**src/rtl/rstseq_pkg.sv**
```systemverilog
// Shared types and helpers for the reset sequencer / run watchdog.
package rstseq_pkg;

  typedef enum logic [1:0] {
    ST_RESET = 2'd0,
    ST_RUN   = 2'd1,
    ST_STOP  = 2'd2
  } state_e;

  typedef enum logic [1:0] {
    CAUSE_NONE    = 2'd0,
    CAUSE_DONE    = 2'd1,
    CAUSE_HANG    = 2'd2,
    CAUSE_TIMEOUT = 2'd3
  } cause_e;

  // Phase count at which the highest-index channel leaves reset; the FSM
  // enters RUN on that same edge.
  function automatic int lastRelease(input int resetCycles, input int stagger,
                                     input int nCh);
    return resetCycles + (nCh - 1) * stagger;
  endfunction

endpackage

```
**src/rtl/rstseq_idle_cnt.sv**
```systemverilog
// Kick-clearable idle counter for hang detection. A limit of 0 disables it.
module rstseq_idle_cnt
  import rstseq_pkg::*;
#(
  parameter int CNT_W      = 32,
  parameter int IDLE_LIMIT = 1024
) (
  input  logic clk_i,
  input  logic rst_i,
  input  logic run_i,
  input  logic kick_i,
  output logic hit_o
);

  logic [CNT_W-1:0] idleCnt_q;
  logic [CNT_W-1:0] idleCnt_d;
  logic [CNT_W-1:0] idleNext;

  assign idleNext = idleCnt_q + CNT_W'(1);

  // Count only while running; a heartbeat restarts the idle window.
  always_comb begin
    idleCnt_d = idleCnt_q;
    if (run_i) begin
      idleCnt_d = kick_i ? '0 : idleNext;
    end
  end

  // Idle counter register, cleared by the master reset.
  always_ff @(posedge clk_i) begin
    if (rst_i) begin
      idleCnt_q <= '0;
    end else begin
      idleCnt_q <= idleCnt_d;
    end
  end

  generate
    if (IDLE_LIMIT == 0) begin : g_hangOff
      assign hit_o = 1'b0;
    end else begin : g_hangOn
      assign hit_o = run_i && !kick_i && (idleNext == CNT_W'(IDLE_LIMIT));
    end
  endgenerate

endmodule

```
**src/rtl/rstseq_wdog.sv**
```systemverilog
// Staggered reset sequencer plus run watchdog (done / hang / timeout).
// Optional feature macro: SIM_FINISH_EN -- reports the stop cause and ends
// the simulation one edge after STOP entry; without it the block is plain
// synthesizable logic that parks in STOP until rst.
module rstseq_wdog
  import rstseq_pkg::*;
#(
  parameter int N_CH         = 2,
  parameter int RESET_CYCLES = 5,
  parameter int STAGGER      = 2,
  parameter int TIMEOUT      = 100000,
  parameter int IDLE_LIMIT   = 1024,
  parameter int CNT_W        = 32
) (
  input  logic             clk,
  input  logic             rst,
  input  logic             kick,
  input  logic             halt_req,
  output logic [N_CH-1:0]  rst_out,
  output logic [CNT_W-1:0] cycle_cnt,
  output logic [1:0]       state,
  output logic [1:0]       cause
);

  localparam int LAST_REL = lastRelease(RESET_CYCLES, STAGGER, N_CH);

  state_e           state_q, state_d;
  cause_e           cause_q, cause_d;
  logic [CNT_W-1:0] phaseCnt_q, phaseCnt_d;
  logic [CNT_W-1:0] cycleCnt_q, cycleCnt_d;
  logic [N_CH-1:0]  rstOut_q, rstOut_d;
  logic [CNT_W-1:0] phaseNext;
  logic [CNT_W-1:0] cycleNext;
  logic             idleHit;

  assign phaseNext = phaseCnt_q + CNT_W'(1);
  assign cycleNext = cycleCnt_q + CNT_W'(1);

  rstseq_idle_cnt #(
    .CNT_W      (CNT_W),
    .IDLE_LIMIT (IDLE_LIMIT)
  ) u_idle (
    .clk_i  (clk),
    .rst_i  (rst),
    .run_i  (state_q == ST_RUN),
    .kick_i (kick),
    .hit_o  (idleHit)
  );

  // Next-state logic: staggered release, run checks in priority order, freeze on stop.
  always_comb begin
    state_d    = state_q;
    cause_d    = cause_q;
    phaseCnt_d = phaseCnt_q;
    cycleCnt_d = cycleCnt_q;
    rstOut_d   = rstOut_q;
    case (state_q)
      ST_RESET: begin
        phaseCnt_d = phaseNext;
        for (int i = 0; i < N_CH; i++) begin
          rstOut_d[i] = (phaseNext < CNT_W'(RESET_CYCLES + i * STAGGER));
        end
        if (phaseNext >= CNT_W'(LAST_REL)) begin
          state_d = ST_RUN;
        end
      end
      ST_RUN: begin
        cycleCnt_d = cycleNext;
        if (halt_req) begin
          cause_d = CAUSE_DONE;
          state_d = ST_STOP;
        end else if (idleHit) begin
          cause_d = CAUSE_HANG;
          state_d = ST_STOP;
        end else if (cycleNext == CNT_W'(TIMEOUT)) begin
          cause_d = CAUSE_TIMEOUT;
          state_d = ST_STOP;
        end
      end
      ST_STOP: begin
        rstOut_d = '1;
      end
      default: begin
        state_d = ST_RESET;
      end
    endcase
  end

  // State and counter registers; master reset wins in every state.
  always_ff @(posedge clk) begin
    if (rst) begin
      state_q    <= ST_RESET;
      cause_q    <= CAUSE_NONE;
      phaseCnt_q <= '0;
      cycleCnt_q <= '0;
      rstOut_q   <= '1;
    end else begin
      state_q    <= state_d;
      cause_q    <= cause_d;
      phaseCnt_q <= phaseCnt_d;
      cycleCnt_q <= cycleCnt_d;
      rstOut_q   <= rstOut_d;
    end
  end

  assign rst_out   = rstOut_q;
  assign cycle_cnt = cycleCnt_q;
  assign state     = state_q;
  assign cause     = cause_q;

`ifdef SIM_FINISH_EN
  logic finishPend_q;

  initial begin
    if ((64'(TIMEOUT) >= (64'd1 << CNT_W)) || (64'(LAST_REL) >= (64'd1 << CNT_W))) begin
      $fatal(1, "rstseq_wdog: CNT_W=%0d too narrow for TIMEOUT/reset sequence", CNT_W);
    end
  end

  // Report the stop cause on STOP entry and end the simulation one edge later.
  always_ff @(posedge clk) begin
    if (rst) begin
      finishPend_q <= 1'b0;
    end else begin
      if ((state_q == ST_RUN) && (state_d == ST_STOP)) begin
        $display("rstseq_wdog: stop cause=%0d cycle_cnt=%0d", cause_d, cycleCnt_d);
        finishPend_q <= 1'b1;
      end
      if (finishPend_q) begin
        $finish;
      end
    end
  end
`endif

endmodule

```
**config.mk**
```make
export PLATFORM = sky130hd
export DESIGN_NAME = rstseq_wdog
export DESIGN_NICKNAME = d
export VERILOG_FILES = /design/src/rtl/rstseq_pkg.sv /design/src/rtl/rstseq_idle_cnt.sv /design/src/rtl/rstseq_wdog.sv
export SDC_FILE = /design/constraint.sdc
export NUM_CORES = 1
export LEC_CHECK = 0
export ABC_AREA = 1
export BUFFER_PORTS_ARGS = -buffer_cell sky130_fd_sc_hd__buf_2
export CORE_MARGIN = 5
export CORE_UTILIZATION = 40
export CTS_CLUSTER_DIAMETER = 150
export CTS_CLUSTER_SIZE = 28
export DETAILED_ROUTE_END_ITERATION = 16
export PLACE_DENSITY = 0.59
export SLEW_MARGIN = 15
export SYNTH_ARGS = -nofsm -noshare
export SYNTH_HDL_FRONTEND = slang
export SYNTH_SLANG_ARGS = --single-unit
```
**constraint.sdc**
```tcl
create_clock -name clk -period 2.3 [get_ports clk]
set_clock_uncertainty 0.05 [all_clocks]
set_input_delay 0.23 -clock clk [delete_from_list [all_inputs] [get_ports clk]]
set_output_delay 0.23 -clock clk [all_outputs]
set_load 0.01 [all_outputs]
```
After elaboration in Yosys (flattened, before gate mapping)
Cells that the tools add are included.
{"block": "word_totals", "latchBits": 0, "mem_bits_rw": 0, "mem_bits_ro": 0, "out_inout_bits": 38, "regBits": 102, "wordCells": 37, "memories": 0}
{"block": "op_classes", "reduce_logical": 8, "addsub": 3, "mul": 0, "order_cmp": 3, "div_mod_pow": 0, "shifts": 0, "n_bitwise": 1, "mux": 10, "eq_ne": 6}
{"operator": "$add 32x1->32 const B", "count": 3}
{"operator": "$lt 32x3->1 const B", "count": 2}
{"operator": "$eq 32x11->1 const B", "count": 1}
{"operator": "$eq 32x17->1 const B", "count": 1}
{"operator": "$ge 32x3->1 const B", "count": 1}
{"operator": "$mux 32", "count": 1}
{"operator": "$mux 2", "count": 7}
{"operator": "$pmux 2 s3", "count": 1}
{"operator": "$ne 4x4->1 const B", "count": 1}
{"operator": "$pmux 2 s2", "count": 1}
{"operator": "$reduce_and 3->1", "count": 1}
{"operator": "$reduce_bool 3->1", "count": 1}
{"operator": "$eq 2x1->1 const B", "count": 1}
{"operator": "$eq 2x2->1 const B", "count": 1}
{"operator": "$logic_and 1x1->1", "count": 2}
{"operator": "$logic_not 2->1", "count": 1}
{"operator": "$ne 2x2->1 const B", "count": 1}
{"operator": "$reduce_and 2->1", "count": 1}
{"operator": "$reduce_bool 2->1", "count": 1}
{"operator": "$logic_not 1->1", "count": 1}
{"operator": "$not 1->1", "count": 1}

Longest topological paths before layout
{"block": "logic_depth", "ltp_word": 6, "mapped_depth": 16}

By module
A second synthesis with hierarchy kept.
{"block": "unflattened", "cells_unflattened": 1167, "area_unflattened_um2": 6874.1}
{"module": "rstseq_wdog", "seq_area_each_um2": 1401.3, "cells_each": 778, "instances": 1, "area_per_inst_um2": 4618.2}
{"module": "rstseq_idle_cnt", "seq_area_each_um2": 640.6, "cells_each": 389, "instances": 1, "area_per_inst_um2": 2255.9}

Worst setup path before layout
Ideal clock, no wire load.
{"block": "synth_path", "path_kind": "register -> register", "startpoint": "register phaseCnt_q[1]", "endpoint": "register state_q[0], in the netlist state[0]", "path_stages_with_launch": 15, "arrival_ns": 1.782, "synth_period_minus_slack_ns": 1.965, "n_path_buf": 0, "setup_slack_ns": 0.335, "cell_sequence": "dfxtp_1 ha_1 nand3_2 nor2_4 nand2_2 nor2_4 nand2_2 o21ai_1 nand2_1 nor2_1 nand2_1 nor2_2 nand3_1 nand2_1 a21oi_1"}
{"block": "synth_via", "elab_chain_len": 4}
{"item": "start: declaration", "line": "rstseq_wdog.sv:29", "text": "logic [CNT_W-1:0] phaseCnt_q, phaseCnt_d;"}
{"item": "start signal: assignment", "line": "rstseq_wdog.sv:100", "text": "phaseCnt_q <= phaseCnt_d;"}
{"item": "$add 32x1->32", "line": "rstseq_wdog.sv:36", "text": "assign phaseNext = phaseCnt_q + CNT_W'(1);"}
{"item": "$ge 32x3->1", "line": "rstseq_wdog.sv:63", "text": "if (phaseNext >= CNT_W'(LAST_REL)) begin"}
{"item": "$ne 2x2->1 (no line)"}
{"item": "$reduce_and 3->1 (no line)"}
{"item": "end signal: assignment", "line": "rstseq_wdog.sv:98", "text": "state_q <= state_d;"}
{"item": "end: declaration", "line": "rstseq_wdog.sv:27", "text": "state_e state_q, state_d;"}
Every way passes these cells.
A chain may end at the register's enable or synchronous reset.

Worst setup path in the final report
{"block": "layout_path", "startpoint": "register u_idle.idleCnt_q[10]", "endpoint": "register state_q[1], in the netlist state[1]"}
{"block": "layout_via", "elab_chain_len": 6, "elab_cells_between_ends": 8, "cone_classes": "add/sub (1); eq/ne (2); mux (3); reduce/logical (2)"}
{"item": "start: declaration", "line": "rstseq_idle_cnt.sv:15", "text": "logic [CNT_W-1:0] idleCnt_q;"}
{"item": "start signal: assignment", "line": "rstseq_idle_cnt.sv:34", "text": "idleCnt_q <= idleCnt_d;"}
{"item": "$add 32x1->32 (*)", "line": "rstseq_idle_cnt.sv:19", "text": "assign idleNext = idleCnt_q + CNT_W'(1);"}
{"item": "$eq 32x11->1 (*)", "line": "rstseq_idle_cnt.sv:42", "text": "assign hit_o = run_i && !kick_i && (idleNext == CNT_W'(IDLE_LIMIT));"}
{"item": "$logic_and 1x1->1 (*)", "line": "rstseq_idle_cnt.sv:42"}
{"item": "$mux 2", "line": "rstseq_wdog.sv:72", "text": "end else if (idleHit) begin"}
{"item": "$mux 2", "line": "rstseq_wdog.sv:69", "text": "if (halt_req) begin"}
{"item": "$pmux 2 s3", "line": "rstseq_wdog.sv:57", "text": "case (state_q)"}
Every way passes the cells marked *; elsewhere a longest branch is shown, timed or not.

==> metrics.txt <==
maximum clock frequency 0.465 GHz; most common cell after layout, fill and taps aside nand2_1; number of hold violations in the final report 0; post-detailed-route DRC marker count 0; transition time of the tightest slew-check pin 0.741 ns; Yosys warning count 0; 1st-iter DRT viols 410; first-pass GRT wire length 29900 um; total vias in the final route 6953; Die Y 141 um; post-layout min period 2.15 ns; top library cells by usage in the layout, fill and taps aside nand2_1, inv_1, nor2_1; EDFF count, synth 0; count of unique library cells instantiated by Yosys 33; largest net degree at the start of global routing 84; TritonCTS clock tree yes; CTS Buffer Depth 2; Post-Syn Area 6830 um2; post-detailed-placement half-perimeter wirelength 13300 um; type of element launching the critical path register; layout cell share with drive strength beyond 1 14.5%; Routed WL between 15000 and 20000 um; Critical Path, Cell by Cell nand2_1 -> nor2_1 -> nand3_1 -> o21ai_0 -> nand2_1 -> nor2_1 -> nand3_1 -> nor2_2 -> nand2_2 -> nand3_2 -> nand2_4 -> a21oi_2; CP max stage delay ~0.45 ns; overall die area 19800 um2; Final Max Tran Viols 0; Pwr per Cell Area 596 nW/um2; vias in the first global route 6093; arrival time reported for the critical path endpoint 2.40 ns; final weighted congestion in routability-driven placement 0.872; boundary pin count between 40 and 50; worst setup path class reg2reg; HP Class in2reg; antenna-violating nets left 0; number of CTS-inserted buffers 9; worst path required time 2.55 ns; Slowest cell on crit path dfxtp_1; hold-fix buffer count after cts 0; number of buffers and inverters on the critical path 0; Num Clock Sinks approximately 100; core outline area 16600 um2; Syn Area/Cell around 5.9 um2; WL/cell approximately 13 um; nets@finish roughly 1200; number of cells produced by synthesis 1163; area delta synth->final 16.3%; Synth async-reset ratio 0%; Vias/cell 4.84; fin crit share 93.6%; highest ir drop seen on vdd 0.375 mV; Starting Density 41.0%; proportion of synthesized chip area in sequential cells 29.9%; Diodes inserted 0; static leakage 3.54 nW; Clock transition at path regs 0.08 ns; normalized max-slew margin 50.3%; main flop type after synthesis dfxtp_1; total global routing track utilization a little under a fifth; Clock Root Buffer clkbuf_16; total of endpoints with negative setup slack in the final report 0; total of buffers placed on input and output ports between 40 and 50; FF+latch count, synth 102; overall die width ~140 um; total congestion overflow after global routing 0; run status complete, no violations; maximum level of the CTS H-tree 3; final core utilization 47.7%; number of antenna violations at the first check in global routing 0; total power of the final layout 0.00473 W; number of nets produced by synthesis 1171; cell family contributing the most delay on the critical path simple AND/OR/NAND/NOR gates; router iterations before antenna repair 5; max-cap violations 0; Critical Path Fanout Max 4; worst-skew pair later-pin latency 0.36 ns; row count 47; CP endpoint kind register
-- metrics by stage --
step | hold slack, ns | setup WS (ns) | TNS (ns) | cell area [um2] | cells
3_5_place_dp | 0.397 | 0.0557 | 0 | 7340 | 1413
6_report | 0.155 | 0.148 | 0 | 7940 | 1437
3_3_place_gp | 0.388 | 0.128 | 0 | 7340 | 1413
4_1_cts | 0.149 | 0.00866 | 0 | 7650 | 1429
2_1_floorplan | 0.371 | 0.335 | 0 | 6830 | 1163
5_1_grt | 0.169 | -0.00605 | -0.00605 | 7940 | 1437
-- layer usage --
metal,global-route usage [%],up-vias,wire length (um)
met5,0,-,0
met4,3.42,0,166
met3,4.40,16,856
met2,29.0,100,8220
met1,25.5,3085,9170
li1,-,3752,-
-- timing repair --
item                       4_1_cts  5_1_grt
setup buffers                    0        7
setup endpoints to repair        0        6
resized for setup                0       71
-- power by group --
| part | total [W] | switching [W] | leakage, nW | internal (W) |
|---|---|---|---|---|
| Combinational | 0.000973 | 0.000632 | 2.55 | 0.000341 |
| Sequential | 0.00214 | 0.000197 | 0.844 | 0.00194 |
| Clock | 0.00162 | 0.000757 | 0.152 | 0.000862 |
| Total | 0.00473 | 0.00159 | 3.54 | 0.00314 |
-- cells by family (layout without fill, tap and decap cells) --
logic type	count (synthesis)	in the layout	synth area share, %
compound gates	174	174	13.4
xor+xnor	26	26	3.34
fa+ha+maj	4	4	0.733
buf+inv	204	257	11.4
flops	102	102	29.9
simple gates	653	654	41.2
-- Yosys cell counts, drive strengths merged, types with 2 or more instances --
master,count,area [um2]
a211oi,2,15.0
a21o,3,22.5
a21oi,87,435
buf,4,16.3
clkbuf,26,108
dfxtp,102,2040
ha,4,50.1
inv,173,649
nand2,369,1410
nand3,78,425
nand3b,7,52.6
nand4,17,106
nor2,168,738
nor3,12,65.1
o211ai,7,52.6
o21ai,69,345
o21bai,5,37.5
xnor2,3,26.3
xor2,23,201
-- path summary, 6_finish.rpt --
kind | from | to | slack [ns] | depth (start not counted)
max | u_idle.idleCnt_q[10] | state[1] | 0.15 | 12
min | halt_req | cause[0] | 0.15 | 3
max reg2reg | u_idle.idleCnt_q[10] | state[1] | 0.15 | 12
min reg2reg | cause[1] | cause[1] | 0.41 | 2
-- state kept, by name, summed over array words and instances, names as in the netlist --
register and flops:
state 2, rst_out 2, phaseCnt_q 32, cause 2, u_idle.idleCnt_q 32, cycle_cnt 32
-- final cells by class --
type / count / area [um2]
Clock buffer: 9 / 225
Clock inverter: 7 / 81.3
Fill cell: 1760 / 8700
Inverter: 174 / 653
Multi-Input combinational cell: 858 / 4220
Sequential cell: 102 / 2070
Tap cell: 220 / 275
Timing Repair Buffer: 67 / 417
-- worst reg2reg max path, cell delays in order (launching register included) --
cell	delay (ns)
dfxtp_1	0.45
nand2_1	0.13
nor2_1	0.24
nand3_1	0.21
o21ai_0	0.19
nand2_1	0.12
nor2_1	0.11
nand3_1	0.11
nor2_2	0.13
nand2_2	0.08
nand3_2	0.08
nand2_4	0.06
a21oi_2	0.12
Power figures use the tool's default switching activity.
